[src/rtl/pass_banner_gen_if.sv]
// Pixel, prompt-edit and key-entry signals of the password banner generator.
// Optional `reveal` member exists only when REVEAL_EN is defined.
interface pass_banner_gen_if;
    logic [9:0] x;
    logic [9:0] y;
    logic       blink_en;
    logic       prm_we;
    logic [3:0] prm_idx;
    logic [6:0] prm_char;
    logic       prm_len_we;
    logic [4:0] prm_len;
    logic       key_valid;
    logic [6:0] key_char;
    logic       key_bksp;
    logic       key_clr;
`ifdef REVEAL_EN
    logic       reveal;
`endif
    logic [4:0] entry_len;
    logic       entry_full;
    logic       phase;
    logic [6:0] char_addr;
    logic [4:0] char_row;
    logic [3:0] char_col;
    logic       in_text;

    modport master (
`ifdef REVEAL_EN
        output reveal,
`endif
        output x, y, blink_en, prm_we, prm_idx, prm_char, prm_len_we, prm_len,
        output key_valid, key_char, key_bksp, key_clr,
        input  entry_len, entry_full, phase, char_addr, char_row, char_col, in_text
    );

    modport slave (
`ifdef REVEAL_EN
        input  reveal,
`endif
        input  x, y, blink_en, prm_we, prm_idx, prm_char, prm_len_we, prm_len,
        input  key_valid, key_char, key_bksp, key_clr,
        output entry_len, entry_full, phase, char_addr, char_row, char_col, in_text
    );
endinterface

[src/rtl/pass_banner_gen.sv]
// Blinking prompt/mask text row generator producing font-ROM character addresses per pixel.
// Define REVEAL_EN to add a reveal input that shows entered characters instead of the mask.
module pass_banner_gen #(
    parameter int unsigned MAX_CHARS    = 8,
    parameter int unsigned ORIGIN_X     = 16,
    parameter int unsigned ORIGIN_Y     = 192,
    parameter int unsigned CELL_W       = 16,
    parameter int unsigned CELL_H       = 32,
    parameter int unsigned PITCH        = 32,
    parameter int unsigned BLINK_CYCLES = 100_000_000,
    parameter logic [6:0]  MASK_CHAR    = 7'h2d
) (
    input  logic              main_clk,
    input  logic              rst,
    pass_banner_gen_if.slave  bus
);
    localparam int unsigned CNT_W   = $clog2(BLINK_CYCLES);
    localparam int unsigned SH      = $clog2(PITCH);
    localparam logic [4:0]  LEN_MAX = 5'(MAX_CHARS);
    localparam logic [4:0]  LEN_RST = (MAX_CHARS < 8) ? 5'(MAX_CHARS) : 5'd8;

    function automatic logic [6:0] rst_char(input int unsigned i);
        case (i)
            0:       return 7'h50;
            1:       return 7'h41;
            2:       return 7'h53;
            3:       return 7'h53;
            4:       return 7'h57;
            5:       return 7'h4f;
            6:       return 7'h52;
            7:       return 7'h44;
            default: return 7'h00;
        endcase
    endfunction

    logic [CNT_W-1:0] cnt_q, cnt_d;
    logic             phase_q, phase_d;
    logic [6:0]       prompt_q [MAX_CHARS];
    logic [6:0]       prompt_d [MAX_CHARS];
    logic [4:0]       prm_len_q, prm_len_d;
    logic [4:0]       entry_len_q, entry_len_d;
    logic             entry_full_q, entry_full_d;
    logic [6:0]       char_addr_q, char_addr_d;
    logic [4:0]       char_row_q, char_row_d;
    logic [3:0]       char_col_q, char_col_d;
    logic             in_text_q, in_text_d;

`ifdef REVEAL_EN
    logic [6:0]       entry_q [MAX_CHARS];
    logic [6:0]       entry_d [MAX_CHARS];
`else
    logic             unused_key_char;
    assign unused_key_char = ^bus.key_char;
`endif

    logic [10:0] dx, dy, idx, col;
    logic [6:0]  pchar, echar;

    // Blink half-period counter and phase
    always_comb begin
        cnt_d   = cnt_q;
        phase_d = phase_q;
        if (!bus.blink_en) begin
            cnt_d   = '0;
            phase_d = 1'b0;
        end else if (cnt_q == CNT_W'(BLINK_CYCLES - 1)) begin
            cnt_d   = '0;
            phase_d = ~phase_q;
        end else begin
            cnt_d = cnt_q + CNT_W'(1);
        end
    end

    // Prompt buffer and length writes
    always_comb begin
        prompt_d  = prompt_q;
        prm_len_d = prm_len_q;
        for (int unsigned i = 0; i < MAX_CHARS; i++) begin
            if (bus.prm_we && (bus.prm_idx == 4'(i))) prompt_d[i] = bus.prm_char;
        end
        if (bus.prm_len_we) prm_len_d = (bus.prm_len > LEN_MAX) ? LEN_MAX : bus.prm_len;
    end

    // Key entry: clear beats backspace beats new key
    always_comb begin
        entry_len_d = entry_len_q;
`ifdef REVEAL_EN
        entry_d = entry_q;
`endif
        if (bus.key_clr) begin
            entry_len_d = '0;
        end else if (bus.key_bksp) begin
            if (entry_len_q != 5'd0) entry_len_d = entry_len_q - 5'd1;
        end else if (bus.key_valid && (entry_len_q != LEN_MAX)) begin
`ifdef REVEAL_EN
            for (int unsigned i = 0; i < MAX_CHARS; i++) begin
                if (entry_len_q == 5'(i)) entry_d[i] = bus.key_char;
            end
`endif
            entry_len_d = entry_len_q + 5'd1;
        end
        entry_full_d = (entry_len_d == LEN_MAX);
    end

    // Pixel-to-cell decode and character selection against pre-edge state
    always_comb begin
        dx    = {1'b0, bus.x} - 11'(ORIGIN_X);
        dy    = {1'b0, bus.y} - 11'(ORIGIN_Y);
        idx   = dx >> SH;
        col   = dx & 11'(PITCH - 1);
        pchar = '0;
        echar = MASK_CHAR;
        for (int unsigned i = 0; i < MAX_CHARS; i++) begin
            if (idx == 11'(i)) pchar = prompt_q[i];
`ifdef REVEAL_EN
            if (bus.reveal && (idx == 11'(i))) echar = entry_q[i];
`endif
        end
        in_text_d = ({1'b0, bus.x} >= 11'(ORIGIN_X)) && ({1'b0, bus.y} >= 11'(ORIGIN_Y)) &&
                    (dy < 11'(CELL_H)) && (idx < 11'(MAX_CHARS)) && (col < 11'(CELL_W));
        char_addr_d = '0;
        char_row_d  = '0;
        char_col_d  = '0;
        if (in_text_d) begin
            char_row_d = 5'(dy);
            char_col_d = 4'(col);
            if (!phase_q) begin
                if (idx < 11'(prm_len_q)) char_addr_d = pchar;
            end else begin
                if (idx < 11'(entry_len_q)) char_addr_d = echar;
            end
        end
    end

    always_ff @(posedge main_clk) begin
        if (rst) begin
            cnt_q        <= '0;
            phase_q      <= 1'b0;
            prm_len_q    <= LEN_RST;
            entry_len_q  <= '0;
            entry_full_q <= 1'b0;
            char_addr_q  <= '0;
            char_row_q   <= '0;
            char_col_q   <= '0;
            in_text_q    <= 1'b0;
            for (int unsigned i = 0; i < MAX_CHARS; i++) begin
                prompt_q[i] <= rst_char(i);
`ifdef REVEAL_EN
                entry_q[i]  <= '0;
`endif
            end
        end else begin
            cnt_q        <= cnt_d;
            phase_q      <= phase_d;
            prm_len_q    <= prm_len_d;
            entry_len_q  <= entry_len_d;
            entry_full_q <= entry_full_d;
            char_addr_q  <= char_addr_d;
            char_row_q   <= char_row_d;
            char_col_q   <= char_col_d;
            in_text_q    <= in_text_d;
            prompt_q     <= prompt_d;
`ifdef REVEAL_EN
            entry_q      <= entry_d;
`endif
        end
    end

    assign bus.entry_len  = entry_len_q;
    assign bus.entry_full = entry_full_q;
    assign bus.phase      = phase_q;
    assign bus.char_addr  = char_addr_q;
    assign bus.char_row   = char_row_q;
    assign bus.char_col   = char_col_q;
    assign bus.in_text    = in_text_q;
endmodule
[src/flat_wrapper.sv]
// flat-port wrapper written by rule: the top's interface ports become plain ports
module pass_banner_gen_flat 
#(
    parameter int unsigned MAX_CHARS    = 8,
    parameter int unsigned ORIGIN_X     = 16,
    parameter int unsigned ORIGIN_Y     = 192,
    parameter int unsigned CELL_W       = 16,
    parameter int unsigned CELL_H       = 32,
    parameter int unsigned PITCH        = 32,
    parameter int unsigned BLINK_CYCLES = 100_000_000,
    parameter logic [6:0]  MASK_CHAR    = 7'h2d
)
  (main_clk, rst, bus_x, bus_y, bus_blink_en, bus_prm_we, bus_prm_idx, bus_prm_char, bus_prm_len_we, bus_prm_len, bus_key_valid, bus_key_char, bus_key_bksp, bus_key_clr, bus_entry_len, bus_entry_full, bus_phase, bus_char_addr, bus_char_row, bus_char_col, bus_in_text);
  pass_banner_gen_if bus_i ();
  input  logic main_clk;
  input  logic rst;
  input wire logic [$bits(bus_i.x)-1:0] bus_x;
  input wire logic [$bits(bus_i.y)-1:0] bus_y;
  input wire logic [$bits(bus_i.blink_en)-1:0] bus_blink_en;
  input wire logic [$bits(bus_i.prm_we)-1:0] bus_prm_we;
  input wire logic [$bits(bus_i.prm_idx)-1:0] bus_prm_idx;
  input wire logic [$bits(bus_i.prm_char)-1:0] bus_prm_char;
  input wire logic [$bits(bus_i.prm_len_we)-1:0] bus_prm_len_we;
  input wire logic [$bits(bus_i.prm_len)-1:0] bus_prm_len;
  input wire logic [$bits(bus_i.key_valid)-1:0] bus_key_valid;
  input wire logic [$bits(bus_i.key_char)-1:0] bus_key_char;
  input wire logic [$bits(bus_i.key_bksp)-1:0] bus_key_bksp;
  input wire logic [$bits(bus_i.key_clr)-1:0] bus_key_clr;
  output wire logic [$bits(bus_i.entry_len)-1:0] bus_entry_len;
  output wire logic [$bits(bus_i.entry_full)-1:0] bus_entry_full;
  output wire logic [$bits(bus_i.phase)-1:0] bus_phase;
  output wire logic [$bits(bus_i.char_addr)-1:0] bus_char_addr;
  output wire logic [$bits(bus_i.char_row)-1:0] bus_char_row;
  output wire logic [$bits(bus_i.char_col)-1:0] bus_char_col;
  output wire logic [$bits(bus_i.in_text)-1:0] bus_in_text;
  assign bus_i.x = bus_x;
  assign bus_i.y = bus_y;
  assign bus_i.blink_en = bus_blink_en;
  assign bus_i.prm_we = bus_prm_we;
  assign bus_i.prm_idx = bus_prm_idx;
  assign bus_i.prm_char = bus_prm_char;
  assign bus_i.prm_len_we = bus_prm_len_we;
  assign bus_i.prm_len = bus_prm_len;
  assign bus_i.key_valid = bus_key_valid;
  assign bus_i.key_char = bus_key_char;
  assign bus_i.key_bksp = bus_key_bksp;
  assign bus_i.key_clr = bus_key_clr;
  assign bus_entry_len = bus_i.entry_len;
  assign bus_entry_full = bus_i.entry_full;
  assign bus_phase = bus_i.phase;
  assign bus_char_addr = bus_i.char_addr;
  assign bus_char_row = bus_i.char_row;
  assign bus_char_col = bus_i.char_col;
  assign bus_in_text = bus_i.in_text;
  pass_banner_gen #(.MAX_CHARS(MAX_CHARS), .ORIGIN_X(ORIGIN_X), .ORIGIN_Y(ORIGIN_Y), .CELL_W(CELL_W), .CELL_H(CELL_H), .PITCH(PITCH), .BLINK_CYCLES(BLINK_CYCLES), .MASK_CHAR(MASK_CHAR)) u_core (.main_clk(main_clk), .rst(rst), .bus(bus_i));
endmodule
[config.mk]
export PLATFORM = sky130hd
export DESIGN_NAME = pass_banner_gen_flat
export DESIGN_NICKNAME = d
export VERILOG_FILES = /design/src/rtl/pass_banner_gen_if.sv /design/src/rtl/pass_banner_gen.sv /design/src/flat_wrapper.sv
export SDC_FILE = /design/constraint.sdc
export NUM_CORES = 1
export LEC_CHECK = 0
export ABC_CLOCK_PERIOD_IN_PS = 7350
export CAP_MARGIN = 0
export CORE_ASPECT_RATIO = 1.1
export CORE_UTILIZATION = 55
export DETAILED_ROUTE_END_ITERATION = 10
export MAX_ROUTING_LAYER = met4
export PLACE_DENSITY_LB_ADDON = 0.05
export SLEW_MARGIN = 25
export SYNTH_ARGS = -nofsm -noshare
export SYNTH_HDL_FRONTEND = slang
export SYNTH_SLANG_ARGS = --single-unit
[constraint.sdc]
create_clock -name main_clk -period 7.35 [get_ports main_clk]
set_input_delay 1.47 -clock main_clk [delete_from_list [all_inputs] [get_ports main_clk]]
set_output_delay 1.47 -clock main_clk [all_outputs]
set_load 0.02 [all_outputs]
Word level (Yosys, flattened, before mapping)
Cells that the tools add are included.

storage, ports and cells
  register bits = 112
  input port bits = 51
  output and inout bits = 24
  logic and storage cells = 85

operators by class
  $add $sub $neg = 5
  $lt $le $gt $ge = 8
  equality and inequality tests = 17
  muxes and demuxes = 16
  bitwise operators = 3
  reductions and logical operators = 19

operator list
  kind                                                          count
  2-to-1 mux 7 bit                                              10
  adder 27 x 1 -> 27 bit (second input constant)                1
  == test 27 bit (second input constant)                        1
  2-to-1 mux 5 bit                                              5
  == test 6 x 3 -> 1 bit (second input constant)                4
  == test 4 x 3 -> 1 bit (second input constant)                4
  logical AND 1 bit                                             13
  == test 6 x 2 -> 1 bit (second input constant)                2
  less-than comparator 6 x 5 -> 1 bit                           2
  logical NOT 11 bit                                            1
  less-than comparator 11 x 6 -> 1 bit (second input constant)  1
  subtractor 10 x 5 -> 11 bit (second input constant)           1
  subtractor 10 x 8 -> 11 bit (second input constant)           1
  >= comparator 10 x 5 -> 1 bit (second input constant)         1
  >= comparator 10 x 8 -> 1 bit (second input constant)         1
  == test 4 x 2 -> 1 bit (second input constant)                2
  == test 6 x 1 -> 1 bit (second input constant)                1
  less-than comparator 6 x 4 -> 1 bit (second input constant)   1
  2-to-1 mux 6 bit                                              1
  adder 5 x 1 -> 5 bit (second input constant)                  1
  == test 5 x 4 -> 1 bit (second input constant)                1
  > comparator 5 x 4 -> 1 bit (second input constant)           1
  less-than comparator 5 bit (second input constant)            1
  inequality test 5 x 4 -> 1 bit (second input constant)        1
  other kinds (7)                                               10

Logic depth before layout (Yosys ltp)
  word-level depth = 12
  depth in mapped cells = 13
  gate-level depth less buffers = 11

Worst setup path after synthesis
OpenSTA, ideal clock, no wires.

  path kind = in2reg
  from = input bus_x[4]
  to = register u_core.char_addr_q[5], in the netlist u_core.bus.char_addr[5]
  setup time = 0.131 ns
  arrival time = 3.545 ns
  data required time = 7.219 ns
  slack = 3.674 ns
  stages on the path = 13
  buffers on the path = 2
  cells stage by stage = inv_2 -> ha_1 -> buf_6 -> xnor2_2 -> inv_2 -> buf_2 -> ha_1 -> nand2_1 -> o21ai_0 -> a21oi_1 -> o211a_1 -> a41oi_1 -> o32ai_2

on the way
  cells in the longest elaborated chain, start to end = 12
  elaborated cells on any way between the ends = 31
  those cells by class = add/sub: 1; order compare: 5; eq/ne: 7; mux: 11; bitwise: 1; reduce/logical: 6

RTL lines
  item                            RTL line                RTL
  start: declaration              flat_wrapper.sv:17      input wire logic [$bits(bus_i.x)-1:0] bus_x;
  subtractor 10 x 5 -> 11 bit     pass_banner_gen.sv:107  dx = {1'b0, bus.x} - 11'(ORIGIN_X);
  logical NOT 11 bit              pass_banner_gen.sv:114  if (idx == 11'(i)) pchar = prompt_q[i];
  2-to-1 mux 7 bit (8 in series)  pass_banner_gen.sv:114
  2-to-1 mux 7 bit                pass_banner_gen.sv:128  if (idx < 11'(prm_len_q)) char_addr_d = pchar;
  2-to-1 mux 7 bit                pass_banner_gen.sv:127  if (!phase_q) begin
  end signal: assignment          pass_banner_gen.sv:158  char_addr_q <= char_addr_d;
  end: declaration                pass_banner_gen.sv:43   logic [6:0] char_addr_q, char_addr_d;

Parallel ways exist; a longest one is shown, timed or not.
A chain may end at the register's enable or synchronous reset.

Final worst setup path
Ends and elaborated chain as after synthesis.

==> results list <==
- Summing the sequential cell areas from Yosys gives between 40 and 50% of the chip area.
- Synth warnings: 0
- Part of the power in combinational logic: between 10% and 20%
* Maximum number of pins on one net before global-route repair: 70
- The clock arrives with 0.0185 ns of skew.
* Boundary Pins: 75
- Max-cap viol count: 0
- Initial antenna violation count: 0
- Clock Path Buffers: 2
- Across the VDD grid, the largest voltage drop is between 0.15 and 0.2 mV.
* Leakage component of the power: approximately 2.3 nW
- Kind of critical path: input pin to flop
- Global routing consumed, over all layers together, about a quarter of the routing resources.
* Number of buffers created by CTS: 9
- The number of antenna diodes in the final layout is 0.
- Along the worst path, the maximum fanout reaches 19.
* Number of storage elements in the synthesis netlist: about 110
* Sequential share of power: 55.0%
- For this configuration, the core starts out at a cell density of 57.4%.
* Run status: complete, no violations
- The cell family contributing the most delay on the critical path is buffers and inverters.
* Arrival time of data at the critical path endpoint: between 4 and 5 ns
- In this run the post-CTS setup repair buffer count came out at 0.
* Final setup vio count: 0
* First-pass GRT wire length: 20500 um
- Summing internal, switching and leakage power gives 1.13 mW.
- Buffers on Ports: 67
* Proportion of layout cells with a drive suffix above 1: 6.34%
- Post-synth top flop: sky130_fd_sc_hd__dfxtp_1
- Largest cells by area after synthesis: sky130_fd_sc_hd__dfxtp_1 (41%), sky130_fd_sc_hd__nor2_1 (6.3%), sky130_fd_sc_hd__mux2i_1 (5.7%)
- Filler cell count in the final layout: 780
* Power per unit of standard cell area: 179 nW/um^2
- CTS sink cnt: approximately 110
* Worst path cell trace: clkdlybuf4s50_1 > inv_2 > ha_1 > xnor2_2 > buf_4 > inv_2 > ha_1 > a21boi_0 > o21ai_0 > nand2b_1 > a31oi_1 > a41oi_1 > o32ai_2
* Register-to-register setup slack: 4.97 ns
* Area share of the largest cell type after synthesis: 41.2%
* Post-synthesis instance area: 5440 um^2
- The floorplan step defined a die boundary enclosing between 10000 and 15000 um^2.
- Mean post-synth cell area: 8.88 um^2
- STA classifies the critical path startpoint as an input pin.
- The number of buffers and inverters on the critical path is 4.
* Syn-to-layout area delta: 15.8%
- Relative slew slack: 33.6%
- Share of async-settable or async-resettable flops after synthesis: 0%
- Clock tree from TritonCTS: built
- The final number of hold-violating endpoints is 0.
- Transition time of the tightest slew-check pin: 0.992 ns
- After clock tree synthesis, the clock-pin slew on the worst setup and hold paths is between 0.1 and 0.15 ns.
- Number of flops mapped to enable cells by yosys: 0
* Proportion of power drawn by the clock network: approximately 33%
- Internal power comes to between 800 and 900 uW.
- Net count reported at finish: roughly 720
- Net switching is 27.3% of the power.
* Max Clk Rate: 235 MHz
* Crit path time final: 4.25 ns
- Routability-driven placement finished with a final weighted congestion of 0.895.
- In this run the standard cell core region covers ~9500 um^2.
- RSZ-0062 raised after global routing: false
- Wires add up to roughly 12000 um.
* Drt drc: 0
* Count of TritonRoute iterations in the first routing pass: 5
- Yosys mapped the design onto a little over 60 distinct sky130hd cell types.
- Post-Synthesis Net Count: between 600 and 700
* Hold-fix buffer count after cts: 0
- Clock tree root buffer cell: sky130_fd_sc_hd__clkbuf_8
- The synthesized design spends more area on one cell type than any other, namely sky130_fd_sc_hd__dfxtp_1.
- CTS H-tree depth: 3
- Count of cells resized by post-cts repair: 0
- The number of global-route vias before repair was about 4300.
- From left edge to right edge, the die measures roughly 97 um.
- The worst hold path belongs to the class flop to flop.
- Worst-skew pair later-pin latency: ~0.38 ns
* Commonest cells after routing, fill and taps aside: sky130_fd_sc_hd__dfxtp_1 (112), sky130_fd_sc_hd__nor2_1 (91), sky130_fd_sc_hd__clkdlybuf4s50_1 (66)
- Core Rows: 37
- Area used by sequential logic in the layout: between 2000 and 2500 um^2
- The largest individual stage delay along the critical path comes from the cell sky130_fd_sc_hd__clkdlybuf4s50_1.
- For this run, the slowest stage of the critical path takes about 0.57 ns.
- In the routed layout, each cell is associated on average with a via count of 5.71.
- After routing, the total negative slack on setup checks comes to 0 ns.
- The detail route stage leaves a number of antenna-violating nets equal to 0.
* Detailed-route via count: about 4400
* Post-detail-place hpwl: approximately 8400 um
- The detailed router finished its first iteration with ~230 violations.
* Max-slew violation count: 0
- Standard cell area after detailed placement: roughly 6000 um^2
- Leaving out fill and tap cells, the most frequent cell in the layout is sky130_fd_sc_hd__dfxtp_1.
- Crit end category: flop
- After global routing the overflow that remains totals 0.
* Final instance area: approximately 6300 um^2
- Summed over all nets, the switching power comes to 307 uW.
- Wire length per cell after detailed routing: ~16 um
- Vertical die dimension: about 110 um
- Cell count after synthesis: between 600 and 700
* Req. time, crit path: 7.65 ns
* Period utilisation layout: ~58%
- Area of the multi-input gates: 2920 um^2
-- power groups by stage --
stage / registers, mW / clock network (mW) / logic [mW]
finish: 0.620 / 0.370 / 0.136
global route: 0.621 / 0.408 / 0.151
CTS: 0.619 / 0.382 / 0.136
detailed placement: 0.633 / 0 / 0.135
global placement: 0.633 / 0 / 0.133
floorplan: 0.633 / 0 / 0.0892
-- per-layer routing --
| layer | vias up | routed length, um | GRT usage, % |
|---|---|---|---|
| met5 | - | 0 | - |
| met1 | 2092 | 5360 | 30.9 |
| met4 | 0 | 239 | 7.89 |
| met3 | 21 | 620 | 4.93 |
| met2 | 105 | 5930 | 42.4 |
| li1 | 2228 | - | - |
-- registers in the layout (all words and copies together), names as in the netlist --
name                   cells
u_core.cnt_q              27
u_core.bus.phase           1
u_core.bus.entry_len       5
u_core.bus.entry_full      1
u_core.prompt_q           56
u_core.bus.char_addr       7
u_core.bus.char_row        5
u_core.bus.char_col        4
u_core.prm_len_q           5
u_core.bus.in_text         1
-- per-stage QoR --
| step | std cells | hold slack [ns] | setup WS, ns | util (%) |
|---|---|---|---|---|
| 2_1_floorplan | 613 | 0.430 | 3.67 | - |
| 3_3_place_gp | 763 | 0.440 | 2.76 | 64.3 |
| 3_5_place_dp | 763 | 0.454 | 2.72 | 64.3 |
| 4_1_cts | 779 | 0.471 | 3.13 | 66.4 |
| 5_1_grt | 779 | 0.490 | 2.89 | 66.4 |
| 6_report | 779 | 0.465 | 3.10 | 66.4 |
-- worst min-delay path, stage by stage (launching register included) --
cell                      delay (ns)
sky130_fd_sc_hd__dfxtp_1        0.31
sky130_fd_sc_hd__inv_1          0.06
sky130_fd_sc_hd__nor3_1         0.05
-- final timing paths --
check | startpoint | to | cells past startpoint
worst min register to register | u_core.prm_len_q[4] | u_core.prm_len_q[4] | 2
worst min-delay path | u_core.prm_len_q[4] | u_core.prm_len_q[4] | 2
worst max register to register | u_core.cnt_q[10] | u_core.cnt_q[25] | 6
worst max-delay path | bus_x[4] | u_core.bus.char_addr[5] | 13
-- cells in the mapped netlist (7+ instances only) --
master	instances
sky130_fd_sc_hd__a211o_1	28
sky130_fd_sc_hd__a21oi_1	20
sky130_fd_sc_hd__and2_1	12
sky130_fd_sc_hd__and3_1	9
sky130_fd_sc_hd__clkbuf_1	26
sky130_fd_sc_hd__dfxtp_1	112
sky130_fd_sc_hd__ha_1	14
sky130_fd_sc_hd__inv_1	21
sky130_fd_sc_hd__mux2i_1	31
sky130_fd_sc_hd__nand2_1	31
sky130_fd_sc_hd__nand2b_1	8
sky130_fd_sc_hd__nand3_1	25
sky130_fd_sc_hd__nand4_1	9
sky130_fd_sc_hd__nor2_1	91
sky130_fd_sc_hd__nor2b_1	24
sky130_fd_sc_hd__nor3_1	14
sky130_fd_sc_hd__nor3b_1	7
sky130_fd_sc_hd__o21ai_0	17
sky130_fd_sc_hd__xnor2_1	10
sky130_fd_sc_hd__xor2_1	20
-- layout make-up --
type | instances | share of cell area [%]
Tap cell | 117 | 2.32
Multi-Input combinational cell | 438 | 46.3
Clock buffer | 10 | 2.18
Sequential cell | 112 | 35.6
Clock inverter | 6 | 1.01
Timing Repair Buffer | 73 | 11.3
Inverter | 23 | 1.37
-- logic make-up (layout without fill, tap and decap cells) --
logic type / count (synthesis) / count (layout) / share of synthesized area (%)
compound gates: 99 / 99 / 12.9
simple gates: 258 / 258 / 24.7
xor+xnor: 31 / 31 / 5.13
fa+ha+maj: 14 / 14 / 3.22
flops: 112 / 112 / 41.2
buf+inv: 63 / 112 / 5.22
mux: 36 / 36 / 7.56
Note: power is estimated with default switching activity, not from simulation.
